[src/rtl/multicycle_ctrl.sv]
// ---------------------------------------------------------------------------
// params_pkg / multicycle_ctrl
//
// Purpose: main sequencing FSM of the multi-cycle core. Each instruction walks
// FETCH -> DECODE -> EXECUTE -> (MEM) -> (WB). The block drives every datapath
// enable and mux select, including the shared ALU operands and opcode. It also
// runs the single-port memory handshake, resolves branches from the ALU flags,
// counts retired instructions, and stops the core on SYSTEM or an illegal
// opcode.
//
// Ports:
//   clk_i, rst_ni             core clock; asynchronous active-low reset
//   opcode_i, funct3_i        decoded opcode / funct3 of the instruction reg
//   alu_zero_i, alu_less_i    ALU is_zero / is_less flags
//   mem_ready_i               memory completes the current request this cycle
//   mem_req_o, mem_we_o       memory request / write strobe
//   addr_sel_o                memory address: 0 = PC, 1 = ALUOUT
//   ir_we_o, mdr_we_o         load IR+OLDPC / load memory-data register
//   pc_we_o, pc_sel_o         PC write; source 0 = live ALU, 1 = ALUOUT
//   alu_a_sel_o               0 = regA, 1 = PC, 2 = OLDPC, 3 = zero
//   alu_b_sel_o               0 = regB, 1 = immediate, 2 = constant 4
//   alu_op_o                  opcode presented to the ALU (LOAD = add)
//   rf_we_o, wb_sel_o         reg-file write; source 0 = ALUOUT, 1 = MDR, 2 = PC
//   halt_o, illegal_o         core stopped; stop caused by illegal opcode
//   instret_o                 retired-instruction counter (wraps)
// ---------------------------------------------------------------------------
package params_pkg;

    // Encodings 9..15 are unassigned and decode as illegal.
    typedef enum logic [3:0] {
        R         = 4'd0,
        IMMEDIATE = 4'd1,
        LOAD      = 4'd2,
        STORE     = 4'd3,
        BRANCH    = 4'd4,
        JAL       = 4'd5,
        LUI       = 4'd6,
        AUIPC     = 4'd7,
        SYSTEM    = 4'd8
    } opcode;

endpackage

module multicycle_ctrl
    import params_pkg::*;
#(
    parameter int unsigned DATA_WIDTH = 32
) (
    input  logic                  clk_i,
    input  logic                  rst_ni,
    input  opcode                 opcode_i,
    input  logic [2:0]            funct3_i,
    input  logic                  alu_zero_i,
    input  logic                  alu_less_i,
    input  logic                  mem_ready_i,
    output logic                  mem_req_o,
    output logic                  mem_we_o,
    output logic                  addr_sel_o,
    output logic                  ir_we_o,
    output logic                  mdr_we_o,
    output logic                  pc_we_o,
    output logic                  pc_sel_o,
    output logic [1:0]            alu_a_sel_o,
    output logic [1:0]            alu_b_sel_o,
    output opcode                 alu_op_o,
    output logic                  rf_we_o,
    output logic [1:0]            wb_sel_o,
    output logic                  halt_o,
    output logic                  illegal_o,
    output logic [DATA_WIDTH-1:0] instret_o
);

    typedef enum logic [2:0] {
        ST_IDLE,
        ST_FETCH,
        ST_DECODE,
        ST_EXECUTE,
        ST_MEM,
        ST_WB,
        ST_HALT
    } state_t;

    // Select encodings
    localparam logic [1:0] A_REGA  = 2'd0;
    localparam logic [1:0] A_PC    = 2'd1;
    localparam logic [1:0] A_OLDPC = 2'd2;
    localparam logic [1:0] A_ZERO  = 2'd3;
    localparam logic [1:0] B_REGB  = 2'd0;
    localparam logic [1:0] B_IMM   = 2'd1;
    localparam logic [1:0] B_FOUR  = 2'd2;
    localparam logic [1:0] WB_ALU  = 2'd0;
    localparam logic [1:0] WB_MDR  = 2'd1;
    localparam logic [1:0] WB_PC   = 2'd2;

    state_t                state_q,   state_d;
    logic                  illegal_q, illegal_d;
    logic [DATA_WIDTH-1:0] instret_q, instret_d;
    logic                  retire;
    logic                  branch_taken;
    logic                  opcode_legal;

    // Branch resolution from the flags of the compare done in EXECUTE.
    always_comb begin
        unique case (funct3_i)
            3'b000:  branch_taken = alu_zero_i;   // BEQ
            3'b001:  branch_taken = !alu_zero_i;  // BNE
            3'b100:  branch_taken = alu_less_i;   // BLT
            3'b101:  branch_taken = !alu_less_i;  // BGE
            default: branch_taken = 1'b0;
        endcase
    end

    assign opcode_legal = opcode_i inside {R, IMMEDIATE, LOAD, STORE, BRANCH,
                                           JAL, LUI, AUIPC, SYSTEM};

    // Outputs are a Moore decode of state_q qualified by the live inputs, so
    // an asynchronous reset (state_q -> IDLE) drops any outstanding request
    // immediately.
    always_comb begin
        state_d     = state_q;
        illegal_d   = illegal_q;
        retire      = 1'b0;

        mem_req_o   = 1'b0;
        mem_we_o    = 1'b0;
        addr_sel_o  = 1'b0;
        ir_we_o     = 1'b0;
        mdr_we_o    = 1'b0;
        pc_we_o     = 1'b0;
        pc_sel_o    = 1'b0;
        alu_a_sel_o = A_REGA;
        alu_b_sel_o = B_REGB;
        alu_op_o    = LOAD;
        rf_we_o     = 1'b0;
        wb_sel_o    = WB_ALU;
        halt_o      = 1'b0;

        unique case (state_q)
            ST_IDLE: begin
                state_d = ST_FETCH;
            end

            // PC+4 is computed on the ALU while the instruction is read.
            ST_FETCH: begin
                mem_req_o   = 1'b1;
                addr_sel_o  = 1'b0;
                alu_a_sel_o = A_PC;
                alu_b_sel_o = B_FOUR;
                if (mem_ready_i) begin
                    ir_we_o  = 1'b1;
                    pc_we_o  = 1'b1;
                    pc_sel_o = 1'b0;
                    state_d  = ST_DECODE;
                end
            end

            // Speculatively compute OLDPC+imm into ALUOUT: the branch/JAL
            // target used by EXECUTE through pc_sel_o = 1.
            ST_DECODE: begin
                alu_a_sel_o = A_OLDPC;
                alu_b_sel_o = B_IMM;
                if (opcode_legal) begin
                    state_d = ST_EXECUTE;
                end else begin
                    illegal_d = 1'b1;
                    state_d   = ST_HALT;
                end
            end

            ST_EXECUTE: begin
                unique case (opcode_i)
                    R: begin
                        alu_a_sel_o = A_REGA;
                        alu_b_sel_o = B_REGB;
                        alu_op_o    = R;
                        state_d     = ST_WB;
                    end
                    IMMEDIATE: begin
                        alu_a_sel_o = A_REGA;
                        alu_b_sel_o = B_IMM;
                        alu_op_o    = IMMEDIATE;
                        state_d     = ST_WB;
                    end
                    LUI: begin
                        alu_a_sel_o = A_ZERO;
                        alu_b_sel_o = B_IMM;
                        alu_op_o    = LUI;
                        state_d     = ST_WB;
                    end
                    AUIPC: begin
                        alu_a_sel_o = A_OLDPC;
                        alu_b_sel_o = B_IMM;
                        alu_op_o    = AUIPC;
                        state_d     = ST_WB;
                    end
                    LOAD, STORE: begin
                        alu_a_sel_o = A_REGA;
                        alu_b_sel_o = B_IMM;
                        alu_op_o    = LOAD;
                        state_d     = ST_MEM;
                    end
                    BRANCH: begin
                        alu_a_sel_o = A_REGA;
                        alu_b_sel_o = B_REGB;
                        alu_op_o    = BRANCH;
                        if (branch_taken) begin
                            pc_we_o  = 1'b1;
                            pc_sel_o = 1'b1;
                        end
                        retire  = 1'b1;
                        state_d = ST_FETCH;
                    end
                    // PC already holds OLDPC+4 (the link value); the register
                    // file samples it on the same edge the PC takes the target.
                    JAL: begin
                        rf_we_o  = 1'b1;
                        wb_sel_o = WB_PC;
                        pc_we_o  = 1'b1;
                        pc_sel_o = 1'b1;
                        retire   = 1'b1;
                        state_d  = ST_FETCH;
                    end
                    SYSTEM: begin
                        retire  = 1'b1;
                        state_d = ST_HALT;
                    end
                    // IR is stable after DECODE; reaching here means the
                    // opcode changed underneath us, so stop as illegal.
                    default: begin
                        illegal_d = 1'b1;
                        state_d   = ST_HALT;
                    end
                endcase
            end

            ST_MEM: begin
                mem_req_o  = 1'b1;
                addr_sel_o = 1'b1;
                mem_we_o   = (opcode_i == STORE);
                if (mem_ready_i) begin
                    if (opcode_i == STORE) begin
                        retire  = 1'b1;
                        state_d = ST_FETCH;
                    end else begin
                        mdr_we_o = 1'b1;
                        state_d  = ST_WB;
                    end
                end
            end

            ST_WB: begin
                rf_we_o  = 1'b1;
                wb_sel_o = (opcode_i == LOAD) ? WB_MDR : WB_ALU;
                retire   = 1'b1;
                state_d  = ST_FETCH;
            end

            ST_HALT: begin
                halt_o = 1'b1;
            end

            default: begin
                state_d = ST_IDLE;
            end
        endcase

        instret_d = retire ? (instret_q + DATA_WIDTH'(1)) : instret_q;
    end

    always_ff @(posedge clk_i or negedge rst_ni) begin
        if (!rst_ni) begin
            state_q   <= ST_IDLE;
            illegal_q <= 1'b0;
            instret_q <= '0;
        end else begin
            state_q   <= state_d;
            illegal_q <= illegal_d;
            instret_q <= instret_d;
        end
    end

    assign illegal_o = illegal_q;
    assign instret_o = instret_q;

endmodule

[config.mk]
export PLATFORM = sky130hd
export DESIGN_NAME = multicycle_ctrl
export DESIGN_NICKNAME = d
export VERILOG_FILES = /design/src/rtl/multicycle_ctrl.sv
export SDC_FILE = /design/constraint.sdc
export NUM_CORES = 1
export LEC_CHECK = 0
export BUFFER_PORTS_ARGS = -buffer_cell sky130_fd_sc_hd__buf_2
export CORE_MARGIN = 8
export CORE_UTILIZATION = 53
export CTS_BUF_LIST = sky130_fd_sc_hd__clkbuf_4
export DETAILED_ROUTE_END_ITERATION = 8
export PLACE_DENSITY = 0.82
export SLEW_MARGIN = 20
export SYNTH_ARGS = -nofsm -noshare
export SYNTH_HDL_FRONTEND = slang
export SYNTH_SLANG_ARGS = --single-unit
[constraint.sdc]
create_clock -name clk_i -period 2.1 [get_ports clk_i]
set_clock_uncertainty 0.05 [all_clocks]
set_input_delay 0.315 -clock clk_i [delete_from_list [all_inputs] [get_ports clk_i]]
set_output_delay 0.315 -clock clk_i [all_outputs]
set_load 0.01 [all_outputs]
# Word-level counts from Yosys, hierarchy flattened
# Cells that the tools add are included.
dict set report totals {
  register_bits 36
  input_bits 12
  output_inout_bits 52
  elab_cells 81
}
dict set report op_classes {
  addsub 1
  eq_ne 21
  n_mux 38
  bitwise_logic 1
  reduce_logical 17
}
# op count
set ops {}
lappend ops {{$add 32x1->32 const B} 1}
lappend ops {{$mux 1} 19}
lappend ops {{$pmux 3 s6} 1}
lappend ops {{$eq 4x3->1 const B} 4}
lappend ops {{$eq 3x3->1 const B} 5}
lappend ops {{$mux 3} 5}
lappend ops {{$pmux 3 s5} 1}
lappend ops {{$pmux 2 s3} 2}
lappend ops {{$pmux 3 s3} 1}
lappend ops {{$reduce_bool 9->1} 1}
lappend ops {{$reduce_or 9->1} 1}
lappend ops {{$eq 4x2->1 const B} 2}
lappend ops {{$ne 2x2->1 const B} 4}
lappend ops {{$pmux 1 s2} 4}
lappend ops {{$pmux 2 s2} 2}
lappend ops {{$reduce_or 2->1} 4}
lappend ops {{$eq 3x1->1 const B} 2}
lappend ops {{$eq 3x2->1 const B} 2}
lappend ops {{$logic_not 3->1} 2}
lappend ops {{$reduce_and 3->1} 2}
lappend ops {{$reduce_or 5->1} 1}
lappend ops {{$eq 4x1->1 const B} 1}
lappend ops {{$eq 4x4->1 const B} 1}
lappend ops {{$logic_not 4->1} 1}
lappend ops {{8 further kinds} 9}

# Longest topological paths before layout
# Gate-level depths: netlist of run 1.
dict set report logic_depth {
  depth_word 5
  ltp_mapped 7
  mapped_depth_nobuf 5
}

# Worst setup path before layout of run 1
# OpenSTA, ideal clock, no wires.
dict set report synth_timing {
  kind {reg2out}
  from {register state_q[1]}
  to {output alu_op_o[0]}
  arrival_ps 1521
  required_ps 1735
  path_slack_ps 214
  path_stages_with_launch 5
  n_path_buf 1
  path_cell_list {dfrtp_1 > buf_1 > inv_1 > or2_2 > nor4b_1}
}
dict set report synth_via {
  elab_chain_len 2
}
# item line
set synth_lines {}
lappend synth_lines {{start: declaration} 95} ;# state_t state_q, state_d;
lappend synth_lines {{start signal: assignment} 276} ;# state_q <= state_d;
lappend synth_lines {{$eq 3x2->1} 138} ;# unique case (state_q)
lappend synth_lines {{$mux 3} 138}
lappend synth_lines {{end: declaration} 65} ;# output opcode alu_op_o,
# No other way between the ends.

# Worst setup path in the final report of run 1
dict set report layout_timing {
  from {register state_q[1]}
  to {output pc_we_o}
}
dict set report layout_via {
  elab_chain_len 2
  word_cells_on_any_way 3
  cone_classes {eq/ne: 2; mux: 1}
}
# item line
set layout_lines {}
lappend layout_lines {{$eq 3x2->1 / $eq 3x1->1 (equally long branches)} 138}
lappend layout_lines {{$pmux 1 s2 *} 138}
lappend layout_lines {{end: declaration} 61} ;# output logic pc_we_o,
# Every way passes the cells marked *; elsewhere a longest branch is shown, timed or not.

==> results of run 1 <==
[repair_timing]
item | CTS | global route
endpoints found under the setup margin | 1 | 4
buffers inserted | 1 | 0
hold buffers | 1 | 0
gates resized for setup | 2 | 3
hold endpoints to repair | 2 | 0
[layout by cell type, fill, tap and decap left out, types with 5 or more instances in the layout]
cell                       count
sky130_fd_sc_hd__buf_2        62
sky130_fd_sc_hd__buf_4         7
sky130_fd_sc_hd__clkbuf_4      6
sky130_fd_sc_hd__dfrtp_1      34
sky130_fd_sc_hd__inv_1         9
sky130_fd_sc_hd__nand2_1      20
sky130_fd_sc_hd__nand2b_1      5
sky130_fd_sc_hd__nand3_1       8
sky130_fd_sc_hd__nor2_1       17
sky130_fd_sc_hd__nor3_1        9
sky130_fd_sc_hd__xnor2_1      15
sky130_fd_sc_hd__xor2_1       17
[cell type report]
type,count,area [um2]
multi-input cells,153,1090
repair buffers,70,373
fillers,335,1200
well taps,48,60.1
clock buffers,6,45.0
clock inverters,1,5.00
flip-flops and latches,36,903
inverters,9,33.8
[registers in the layout (all words and copies together) (netlist names)]
name and count:
instret_o 32, state_q 3, illegal_o 1
[per-stage QoR]
stage / utilization [%] / cell area [um2] / hold slack [ps] / power (mW) / setup TNS (ps)
6_report: 67.7 / 2510 / 352 / 1.92 / 0
5_1_grt: 67.7 / 2510 / 372 / 2.04 / -19.9
4_1_cts: 67.3 / 2500 / 338 / 1.93 / 0
3_5_place_dp: 65.3 / 2420 / 389 / 1.54 / 0
3_3_place_gp: 65.3 / 2420 / 394 / 1.53 / 0
2_1_floorplan: - / 2080 / -30.6 / 1.31 / 0
[worst max-delay path by stage]
stage | cells past startpoint | slack (ps) | from | to
floorplan | 4 | 210 | state_q[1] | alu_op_o[0]
global placement | 7 | 180 | opcode_i[2] | instret_o[30]
detailed placement | 7 | 140 | opcode_i[2] | instret_o[30]
CTS | 4 | 3 | state_q[2] | alu_op_o[0]
global route | 6 | -10 | state_q[2] | instret_o[29]
finish | 4 | 60 | state_q[1] | pc_we_o
[critical path: cells and delay by family (launching register included)]
family	cells	cell delay (ps)
simple gates	2	580
buf+inv	1	140
compound gates	1	140
flops	1	480
[routing by layer]
| layer | wire, um | track usage, % | up-vias |
|---|---|---|---|
| met5 | 0 | 0 | - |
| met3 | 260 | 4.78 | 5 |
| met1 | 1980 | 17.3 | 816 |
| li1 | - | - | 842 |
| met2 | 2300 | 26.3 | 42 |
| met4 | 63 | 5.93 | 0 |
[cells by family (layout without fill, tap and decap cells)]
group,after synthesis,count (layout),share of synthesized area [%]
xor gates and xnor gates,32,32,13.5
adders and majority gates,1,1,0.603
DFF,36,36,43.4
muxes,3,3,1.51
AOI/OAI and AO/OA,21,21,7.90
other,1,1,0.181
and+or+nand+nor,95,95,28.1
buffers and inverters,17,86,4.82
[power by group through the flow]
stage               Clock [mW]  Sequential, mW  Combinational (mW)
floorplan                    0           0.857               0.449
global placement             0           0.871               0.661
detailed placement           0           0.879               0.664
CTS                      0.375           0.857               0.693
global route             0.399           0.872               0.770
finish                   0.359           0.861               0.695
==> results.md, run 1 <==
* Crit. End Element: output port
* Clock tree from TritonCTS: done
* Number of design rule violations left after detail routing at 0
* Chain of cells forming the critical path: and4bb_2, o211a_1, or2_2, buf_2
* Area growth from synthesis to final layout at 21.2%
* Worst-case hold path end point: state_q[0]
* Number of cells on the worst reg-to-reg path at 6
* Nature of the critical path startpoint: register
* Boundary pin count at 64
* Core area at between 3000 and 4000 um2
* Power Density at between 700 and 800 nW/um2
* Switching share of total power at between 30% and 40%
* Reported max-cap violation count at 0
* Min-delay src: mem_ready_i
* Via count at about 1,700
* Net count of the mapped netlist at about 220
* Total instance count after detailed placement at ~310
* VDD IR-drop max at ~0.76 mV
* Cell Area, Synth at about 2100 um2
* Average vias per placed instance at about 5.3
* Overall routed net length at approximately 4600 um
* Int Pwr at around 1.2 mW
* Final #Nets at 288
* Placed wire-length estimate at roughly 3500 um
* Die area at between 6000 and 7000 um2
* Synthesized flop and latch total at 36
* Clock network latency to the later pin of the worst-skew pair at around 340 ps
* Measured slew at the worst slew-check pin at around 770 ps
* Antenna fix cells at 0
* Cell with the most instances after synthesis: sky130_fd_sc_hd__dfrtp_1
* Wire length of the first global-routing pass at between 7000 and 8000 um
* Unrepaired setup endpoints after global routing: yes
* Depth of the worst hold-timing path at 3
* Placement row count at 22
* Gate count after technology mapping at between 200 and 250
* Net switching power at around 0.70 mW
* DIE WIDTH at a little under 80 um
* Synth cell count leaders: sky130_fd_sc_hd__dfrtp_1, sky130_fd_sc_hd__nand2_1, sky130_fd_sc_hd__nor2_1, sky130_fd_sc_hd__xor2_1, sky130_fd_sc_hd__xnor2_1
* Synthesized area per cell at roughly 10 um2
* Pin count of the biggest net entering global routing at 37
* Initial drt markers at 99
* Clock-pin transition on the worst setup and hold timing paths at around 100 ps
* Clock buffer count from CTS at 5
* Largest cells by area after synthesis: sky130_fd_sc_hd__dfrtp_1, sky130_fd_sc_hd__xor2_1, sky130_fd_sc_hd__xnor2_1, sky130_fd_sc_hd__nand2_1, sky130_fd_sc_hd__nor2_1
* Total grt overflow at 0
* Reg-to-reg critical path startpoint: state_q[2]
* Top-area cell type share of the netlist area at approximately 43%
* Number of nets with antenna violations after detailed routing at 0
* Setup-violating endpoint count in the final report at 0
* Worst path required time at around 1700 ps
* Routability-driven placement congestion ratio at around 0.86
* Critical Path Max Stage Delay at about 480 ps
* GRT Overall Usage at between 10% and 20%
* Worst Hold Class: input port to register
* Outcome: completed
* Max Buffers Root-to-Sink at 2
* WL/cell at about 14 um
* Fraction of power consumed by combinational cells at around 36%
* Final setup margin at 63.1 ps
* Number of optimization iterations in the first detailed-route pass at 4
* Commonest register cell after synthesis: sky130_fd_sc_hd__dfrtp_1
* Critical path arrival at around 1700 ps
* Setup Crit Path Kind: register to output port
* Clock root buffer: sky130_fd_sc_hd__clkbuf_4
* FF-to-FF setup slack at 160 ps
* Share of layout cells above drive strength 1 at 34.9%
* Maximum fanout count along the critical path at 10
* Period Utilization, post-route at 97.0%
* Total number of yosys warnings at 0
* Final hold violation count at 0
* Highest clock rate at approximately 490 MHz
* Initial standard-cell utilization of the core at a little under three fifths
* Portion of total power attributed to sequential cells at between 40% and 50%
* Number of synthesized flops with an enable pin at 0
* Share of the yosys chip area belonging to registers at between 40% and 50%
* Die Height at slightly below 80 um
* Vias in the first global route at roughly 1,800
* Reg-to-reg critical path endpoint: instret_o[25]
* Number of antenna violations at the first check in global routing at 0
* Final instance count without filler cells at 323
* Final count of pins violating max slew at 0
* Number of input and output port buffers inserted at 62
* Number of clock sinks at 36
* Part of the total power dissipated in the clock network at a little under a fifth
* H-Tree Depth at 2
* Min Clock Period, post-route at between 2000 and 2500 ps
* Place WS at 141 ps
* Worst rel slew slack at 48.9%
* Async set-reset flop share out of synthesis at 100%
* Cell taking the most area after synthesis: sky130_fd_sc_hd__dfrtp_1
* Distinct cells, synth at a little under 50
* Critical path's slowest cell: sky130_fd_sc_hd__dfrtp_2
* Static leakage at 1.31 nW
Note: power is estimated with default switching activity, not from simulation.
==> run 2: changes to the inputs <==
- PLACE_DENSITY: 0.82 -> 0.78
- REMOVE_ABC_BUFFERS: unset -> 1
- clock period: 2.1 -> 1.9 ns (I/O delays scaled with it)
==> run 2 against run 1 <==
Net effect:
- the flow now finishes with violations (setup timing)
- global-route usage up 1.1 points
- register-to-register slack worse by 190 ps
- count of clock-buffer cells in the layout up 1
- total power up 24%
- highest routed layer unchanged
- hold slack worse by 37 ps
==> results.md, run 2 (synthesis gave the netlist of run 1 again) <==
* Max Buffers Root-to-Sink at 2 (unchanged)
* Final #Nets at 308 (+6.9%)
* Clock root buffer: sky130_fd_sc_hd__clkbuf_4
* Number of clock sinks at 36 (unchanged)
* Pin count of the biggest net entering global routing at 37 (unchanged)
* Chain of cells forming the critical path: buf_4, and4bb_2, buf_6, o21a_4, o2111ai_1, buf_4, nor3_2, xor2_1
* VDD IR-drop max at 0.603 mV (-21%)
* Critical Path Max Stage Delay at 420 ps (-60 ps)
* Core area at 3720 um2 (unchanged)
* Number of nets with antenna violations after detailed routing at 0 (unchanged)
* Clock network latency to the later pin of the worst-skew pair at 320 ps (-20 ps)
* Initial standard-cell utilization of the core at 55.9% (unchanged)
* Most common cell after layout, fill and taps aside: sky130_fd_sc_hd__buf_2
* Period Utilization, post-route at 102%
* Average vias per placed instance at 5.30 (+0.39%)
* Most frequent cell on the critical path: sky130_fd_sc_hd__buf_4
* Post-route total power at 2.37 mW (+24%)
* Die Height at 78.6 um (unchanged)
* Initial drt markers at 106 (+7.1%)
* Clock tree from TritonCTS: done
* H-Tree Depth at 2 (unchanged)
* Overall routed net length at 5160 um (+12%)
* Die area at 6170 um2 (unchanged)
* Via count at 1,823 (+6.9%)
* Number of antenna violations at the first check in global routing at 0 (unchanged)
* Area growth from synthesis to final layout at 37.8%
* Place WS at 79.2 ps (-61.4 ps)
* Worst path required time at 2090 ps (+350 ps)
* Vias in the first global route at 1,898 (+8.4%)
* Number of input and output port buffers inserted at 62 (unchanged)
* Number of optimization iterations in the first detailed-route pass at 4 (unchanged)
* Unrepaired setup endpoints after global routing: yes
* Share of layout cells above drive strength 1 at 45.6% (+11 points)
* Critical path arrival at 2120 ps (+450 ps)
* Highest clock rate at just over 500 MHz
* Worst Hold Class: input port to register
* Placement row count at 22 (unchanged)
* Antenna fix cells at 0 (unchanged)
* Number of design rule violations left after detail routing at 0 (unchanged)
* Setup-violating endpoint count in the final report at 6 (+6)
* GRT Overall Usage at 16.4% (+1.1 points)
* Total grt overflow at 0 (unchanged)
* Final count of pins violating max slew at 0 (unchanged)
* Wire length of the first global-routing pass at 8430 um (+8.4%)
* Reported max-cap violation count at 0 (unchanged)
* DIE WIDTH at 78.6 um (unchanged)
* Crit. End Element: register
* Most frequent cells in the layout: sky130_fd_sc_hd__buf_2, sky130_fd_sc_hd__dfrtp_1, sky130_fd_sc_hd__nand2_1, sky130_fd_sc_hd__buf_4, sky130_fd_sc_hd__xor2_1
* Maximum fanout count along the critical path at 5 (-5)
* Clock-pin transition on the worst setup and hold timing paths at 90 ps (about the same)
* Power Density at 829 nW/um2 (+8.8%)
* Placed wire-length estimate at 3700 um (+5.2%)
* Critical path's slowest cell: sky130_fd_sc_hd__dfrtp_2
* Min Clock Period, post-route at 1930 ps
* Setup Crit Path Kind: register to register
* Routability-driven placement congestion ratio at 0.871 (+1.6%)
* Outcome: finished, violations left
* Static leakage at 1.45 nW (+11%)
* Nature of the critical path startpoint: register
* Final hold violation count at 0 (unchanged)
* Final setup margin at -33.0 ps (-96.1 ps)
* Violated checks: setup timing
* Boundary pin count at 64 (unchanged)
* Final-layout fill cell count at 250 (-25%)
* WL/cell at 15.0 um (+5.0%)
* Clock buffer count from CTS at 5 (unchanged)
* Number of flip-flops in the largest register at 32 (unchanged)
## run 2: changes by cell type in the layout (fill, tap and decap cells not counted), sizes merged
| cell | change |
|---|---|
| buf | +20 |
| clkbuf | +1 |
## run 2: through the flow
| stage | utilization (%) | instances | hold WS (ps) | instance area, um2 | setup TNS (ps) |
|---|---|---|---|---|---|
| global route | 77.0 | 344 | 315 | 2860 | -1580 |
| global placement | 67.5 | 325 | 300 | 2510 | 0 |
| detailed placement | 67.5 | 325 | 298 | 2510 | 0 |
| CTS | 71.7 | 340 | 294 | 2660 | -146 |
| floorplan | - | 198 | -60.6 | 2010 | -60.5 |
| finish | 77.0 | 344 | 315 | 2860 | -121 |
## run 2: layout make-up
| class | instances | area (um2) | share of cell area, % |
|---|---|---|---|
| clock buffer | 7 | 52.6 | 1.84 |
| clock inverter | 1 | 3.75 | 0.131 |
| inverter | 9 | 33.8 | 1.18 |
| multi-input combinational | 153 | 1250 | 43.6 |
| sequential | 36 | 903 | 31.6 |
| tap | 48 | 60.1 | 2.10 |
| timing repair buffer | 90 | 559 | 19.6 |
## run 2: path summary, 6_finish.rpt
check,to,startpoint,slack (ps),depth (start not counted)
worst min-delay path,state_q[0],mem_ready_i,320,3
max in group asynchronous,state_q[0],rst_ni,990,3
worst max-delay path,instret_o[29],state_q[2],-30,8
worst max register to register,instret_o[29],state_q[2],-30,8
min in group asynchronous,instret_o[26],rst_ni,470,3
worst min register to register,instret_o[31],instret_o[31],410,1
## run 2: routing by layer
| metal | track usage [%] | up-vias | share of wire [%] | wire length, um |
|---|---|---|---|---|
| met5 | 0 | - | 0 | 0 |
| met4 | 3.89 | 0 | 0.81 | 42 |
| met3 | 5.13 | 6 | 5.0 | 256 |
| met2 | 29.2 | 37 | 52 | 2700 |
| met1 | 18.8 | 889 | 42 | 2160 |
| li1 | - | 891 | - | - |
## run 2: worst max-delay path: cells and delay by family (launching register included)
family	cells	cell delay, ps
xor gates and xnor gates	1	190
AOI/OAI and AO/OA	2	250
DFF	1	420
buffers and inverters	3	470
and+or+nand+nor	2	470
## run 2: what timing repair did
item,in CTS,in global routing
pin swaps,4,14
hold buffers,1,0
setup endpoints to repair,5,36
hold endpoints to repair,36,0
gates resized for setup,12,33
buffers inserted,6,4
## run 2: where the power goes
group          switching, mW  internal (mW)  total (mW)
combinational          0.508          0.513        1.02
sequential             0.100          0.850       0.950
clock                  0.228          0.171       0.398
total                  0.836           1.53        2.37
